<file path="src/rtl/crc_engine.sv">
// Parametrised multi-bit-per-cycle CRC engine.
// Words arrive over a valid/ready handshake; each word is folded BPC bits
// per clock into a running CRC that spans the words of a message. The final
// (optionally reflected and XORed) CRC is published with a one-cycle pulse.
module crc_engine #(
  parameter int unsigned CRC_W       = 32,
  parameter logic [31:0] POLY        = 32'h04C11DB7,
  parameter logic [31:0] INIT        = 32'hFFFFFFFF,
  parameter logic [31:0] XOR_OUT     = 32'h00000000,
  parameter int unsigned DATA_W      = 32,
  parameter int unsigned BPC         = 1,
  parameter bit          REFLECT_IN  = 1'b0,
  parameter bit          REFLECT_OUT = 1'b0
) (
  input  logic              CLK,
  input  logic              nRST,
  input  logic              crc_clear,
  input  logic              in_valid,
  output logic              in_ready,
  input  logic [DATA_W-1:0] in_data,
  input  logic              in_last,
  output logic              busy,
  output logic              out_valid,
  output logic [CRC_W-1:0]  crc_out
);

  localparam int unsigned N     = DATA_W / BPC;
  localparam int unsigned CNT_W = $clog2(N) + 1;
  localparam logic [CRC_W-1:0] POLY_C = POLY[CRC_W-1:0];
  localparam logic [CRC_W-1:0] INIT_C = INIT[CRC_W-1:0];
  localparam logic [CRC_W-1:0] XOR_C  = XOR_OUT[CRC_W-1:0];

  if (CRC_W < 8 || CRC_W > 32) begin : g_bad_crc_w
    $error("crc_engine: CRC_W must be in 8..32");
  end
  if (BPC < 1 || BPC > DATA_W || (DATA_W % BPC) != 0) begin : g_bad_bpc
    $error("crc_engine: BPC must divide DATA_W and lie in 1..DATA_W");
  end

  typedef enum logic {IDLE, SHIFT} state_t;

  state_t              state_q, state_d;
  logic [CNT_W-1:0]    cnt_q;
  logic [DATA_W-1:0]   shreg_q;
  logic                last_q;
  logic [CRC_W-1:0]    crc_q;
  logic [CRC_W-1:0]    crc_fold;
  logic [CRC_W-1:0]    crc_final;
  logic [BPC-1:0]      chunk;
  logic                accept;
  logic                last_step;

  assign last_step = (cnt_q == CNT_W'(N - 1));

  function automatic logic [CRC_W-1:0] bitrev(input logic [CRC_W-1:0] v);
    logic [CRC_W-1:0] r;
    r = '0;
    for (int unsigned i = 0; i < CRC_W; i++) r[i] = v[CRC_W-1-i];
    return r;
  endfunction

  // Fold the next BPC message bits into the CRC, one bit after another.
  always_comb begin
    logic fb;
    fb       = 1'b0;
    crc_fold = crc_q;
    chunk    = REFLECT_IN ? shreg_q[BPC-1:0] : shreg_q[DATA_W-1 -: BPC];
    for (int unsigned i = 0; i < BPC; i++) begin
      fb       = crc_fold[CRC_W-1] ^ (REFLECT_IN ? chunk[i] : chunk[BPC-1-i]);
      crc_fold = {crc_fold[CRC_W-2:0], 1'b0} ^ (fb ? POLY_C : '0);
    end
    crc_final = (REFLECT_OUT ? bitrev(crc_fold) : crc_fold) ^ XOR_C;
  end

  // Next-state and handshake outputs; crc_clear overrides everything.
  always_comb begin
    state_d  = state_q;
    in_ready = 1'b0;
    busy     = 1'b0;
    accept   = 1'b0;
    unique case (state_q)
      IDLE: begin
        in_ready = !crc_clear;
        accept   = in_valid && !crc_clear;
        if (accept) state_d = SHIFT;
      end
      SHIFT: begin
        busy = 1'b1;
        if (last_step) state_d = IDLE;
      end
      default: state_d = IDLE;
    endcase
    if (crc_clear) state_d = IDLE;
  end

  // State register.
  always_ff @(posedge CLK or negedge nRST) begin
    if (!nRST) state_q <= IDLE;
    else       state_q <= state_d;
  end

  // Word capture, per-cycle fold and running CRC bookkeeping.
  always_ff @(posedge CLK or negedge nRST) begin
    if (!nRST) begin
      crc_q   <= INIT_C;
      cnt_q   <= '0;
      shreg_q <= '0;
      last_q  <= 1'b0;
    end else if (crc_clear) begin
      crc_q <= INIT_C;
      cnt_q <= '0;
    end else if (accept) begin
      shreg_q <= in_data;
      last_q  <= in_last;
      cnt_q   <= '0;
    end else if (busy) begin
      crc_q   <= (last_step && last_q) ? INIT_C : crc_fold;
      shreg_q <= REFLECT_IN ? (shreg_q >> BPC) : (shreg_q << BPC);
      cnt_q   <= last_step ? '0 : cnt_q + CNT_W'(1);
    end
  end

  // Result publication on completion of a message's final word.
  always_ff @(posedge CLK or negedge nRST) begin
    if (!nRST) begin
      out_valid <= 1'b0;
      crc_out   <= '0;
    end else begin
      out_valid <= 1'b0;
      if (busy && last_step && last_q && !crc_clear) begin
        out_valid <= 1'b1;
        crc_out   <= crc_final;
      end
    end
  end

endmodule

</file>
<file path="config.mk">
export PLATFORM = sky130hd
export DESIGN_NAME = crc_engine
export DESIGN_NICKNAME = d
export VERILOG_FILES = /design/src/rtl/crc_engine.sv
export SDC_FILE = /design/constraint.sdc
export NUM_CORES = 1
export LEC_CHECK = 0
export ABC_AREA = 1
export CORE_MARGIN = 10
export CORE_UTILIZATION = 49
export DETAILED_ROUTE_END_ITERATION = 10
export GPL_TIMING_DRIVEN = 0
export PLACE_DENSITY = 0.85
export SKIP_CTS_REPAIR_TIMING = 1
export SYNTH_ARGS = -nofsm -noshare
export SYNTH_HDL_FRONTEND = slang
export SYNTH_SLANG_ARGS = --single-unit
</file>
<file path="constraint.sdc">
create_clock -name CLK -period 1.43 [get_ports CLK]
set_input_delay 0.429 -clock CLK [delete_from_list [all_inputs] [get_ports CLK]]
set_output_delay 0.429 -clock CLK [all_outputs]
set_load 0.05 [all_outputs]
</file>
==> qor.yml <==
layout_common_cells: "117 x nand2_1, 74 x inv_1, 72 x dfrtp_1"
worstPathMaxFanout: 5
grt_pass1_wl_um: 18600
finalCritPeriodShare_pct: 121
antenna_cells: 0
wl_met2_um: 6990
avgSynthCellArea_um2: 8.95
place_area_um2: 5620
port_buffers: 71
p_int_uw: 4670
final_common_cell: "nand2_1"
slew_headroom_pct: 63.1
dieArea_um2: 13900
fin_nets: 663
synth_cell_types: 26
rows: 35
antenna_found_initial: 0
ant_nets: 0
dpl_worst_slack_ps: -1200
die_x_um: 118
layout_setup_ws_ps: -294
p_sw_share_pct: 28.8
setup_violations: 66
power_switching_uw: 1890
syn_area_um2: 4710
critPathArrivalTime_ps: 1290
syn_nets: 564
timing.max_cap.violations: 0
whs_ps: -21.3
grt-ovfl-total: 0
worst-setup-path-type: "flop to primary output"
cp_slowest_stage_delay_ps: 460
core_area_um2: 9280
cp_num_buf_inv: 2
path_delay_family: "flip-flops"
routed_wl_um: 13700
fin_worst_skew_ps: 20.4
r2r_start: "cnt_q[0]"
p_leak_uw: 0.00318
slew_violations: 0
routedWlPerCell_um: 18.0
start_util_pct: 50.7
power.density_nw_per_um2: 1010
cts.sinks: 105
rrSetupSlack_ps: -230
numCtsBuffers: 9
finalCriticalPeriod_ps: 1720
timing.critical_path.mode_cell: "buf_8"
tightest_slew_ps: 553
viasPerCell: 5.53
first_global_vias: 4109
h-tree-depth: 3
hold_violations: 20
drc: 0
die_height_um: 118
end_kind: "primary output"
vdd_drop_max_uv: 541
route.met3.wl_um: 794
seqPwrFrac_pct: 52.1
path_depth: 3
synth-seq-area-share_pct: 56.7
wl_met1_um: 5500
worstPathRequired_ps: 1000
cts_root_buffer: "clkbuf_8"
gp_congestion: 0.869
num_io_pins: 72
drive_above_1_share_pct: 35.1
synth-edff-count: 0
final_area_um2: 6520
final_util_pct: 70.2
ys_warn_count: 0
min_path_type: "primary input to asynchronous set/reset pin"
clkTransAtPathRegs_ps: 100
grt_max_degree: 77
clockBufferDepth: 2
drt-pass1-iter-count: 5
hpwl_um: 7820
outcome: "complete, but fails checks"
synth_ff_type: "dfrtp_1"
fmax_ghz: 0.580
num_vias: 4198
worstSkewPairLatency_ps: 370
power_frac_comb_pct: 17.6
cp_slowest_cell: "dfrtp_2"
violations: "negative hold slack, negative setup slack"
fill_cells: 642
rsz0062_at_grt: "true"
async_reset_ff_share_pct: 100
clockPowerShare_pct: 30.4
path_cells: "nor2_4 -> buf_8 -> buf_8"
cts_tree: "yes"
r2r_cells: 7
synth-seq-cells: 105
routed.top_layer: "met4"
startpoint_type: "flop"
power.total_uw: 6560
r2r_end: "crc_q[31]"
grt_use_total_pct: 15.6
synthCells: 526
areaGrowthSynthToFinish_pct: 38.5
drtIter0Drc: 365
## layer usage
layer,up-vias,global-route usage [%]
met5,-,0
li1,1885,-
met3,39,4.36
met2,198,25.7
met4,0,5.80
met1,2076,19.1
## metrics by stage
| stage | setup TNS [ps] | std cells |
|---|---|---|
| finish | -7240 | 759 |
| global placement | -410330 | 726 |
| CTS | -29420 | 743 |
| global route | -12000 | 759 |
| floorplan | 0 | 526 |
| detailed placement | -54290 | 727 |
## registers in the layout, summed over array words and instances (netlist names)
register   cells
out_valid      1
last_q         1
shreg_q       32
cnt_q          6
state_q        1
crc_out       32
crc_q         32
## worst max-delay path by stage
stage	start	to	slack, ps
finish	state_q	in_ready	-290
detailed placement	crc_clear	in_ready	-1200
floorplan	state_q	in_ready	30
global placement	nRST	state_q	-4160
global route	state_q	in_ready	-330
CTS	crc_clear	in_ready	-1210
## power groups by stage
stage          Sequential [uW]  Combinational (uW)  Clock, uW
5_1_grt                   3440                1280       2090
2_1_floorplan             3430                 641          0
4_1_cts                   3400                1010       1960
3_5_place_dp              3450                1000          0
3_3_place_gp              3440                 955          0
6_report                  3410                1150       1990
## worst reg2reg max path: stages, from the launching register on
cell	delay, ps
dfrtp_1	440
ha_4	190
nand2_2	70
nor2_4	180
nand3_4	210
buf_6	190
buf_8	140
a31oi_4	150
## logic make-up after synthesis
group / share of synthesized area (%)
adders and majority gates: 0.266
AOI/OAI and AO/OA: 13.2
and+or+nand+nor: 19.8
DFF: 56.7
xor gates and xnor gates: 0.372
buffers and inverters: 9.70
## layout make-up
cell class / instances / area (um2) / area share, %
tap: 129 / 161 / 2.48
buffer: 29 / 275 / 4.22
sequential: 105 / 2670 / 40.9
clock inverter: 3 / 46.3 / 0.710
timing repair buffer: 88 / 943 / 14.5
multi-input combinational: 316 / 1970 / 30.2
clock buffer: 13 / 169 / 2.59
inverter: 76 / 285 / 4.38
## cell usage after synthesis (3+ instances only)
cell type | instances | share of area (%)
nand2_1 | 152 | 12
inv_1 | 75 | 6.0
dfrtp_1 | 73 | 39
nand3_1 | 42 | 4.5
dfstp_2 | 32 | 18
nor2_1 | 22 | 1.8
o211ai_1 | 20 | 3.2
a31oi_1 | 19 | 2.5
o21ai_2 | 17 | 3.2
o21ai_1 | 15 | 1.6
buf_2 | 14 | 1.5
o221ai_1 | 9 | 1.7
clkbuf_1 | 8 | 0.64
buf_6 | 6 | 1.4
o21ai_0 | 6 | 0.64
nand3_2 | 3 | 0.64
nor2_2 | 3 | 0.40
No activity file was read; power rests on OpenSTA's default activity.
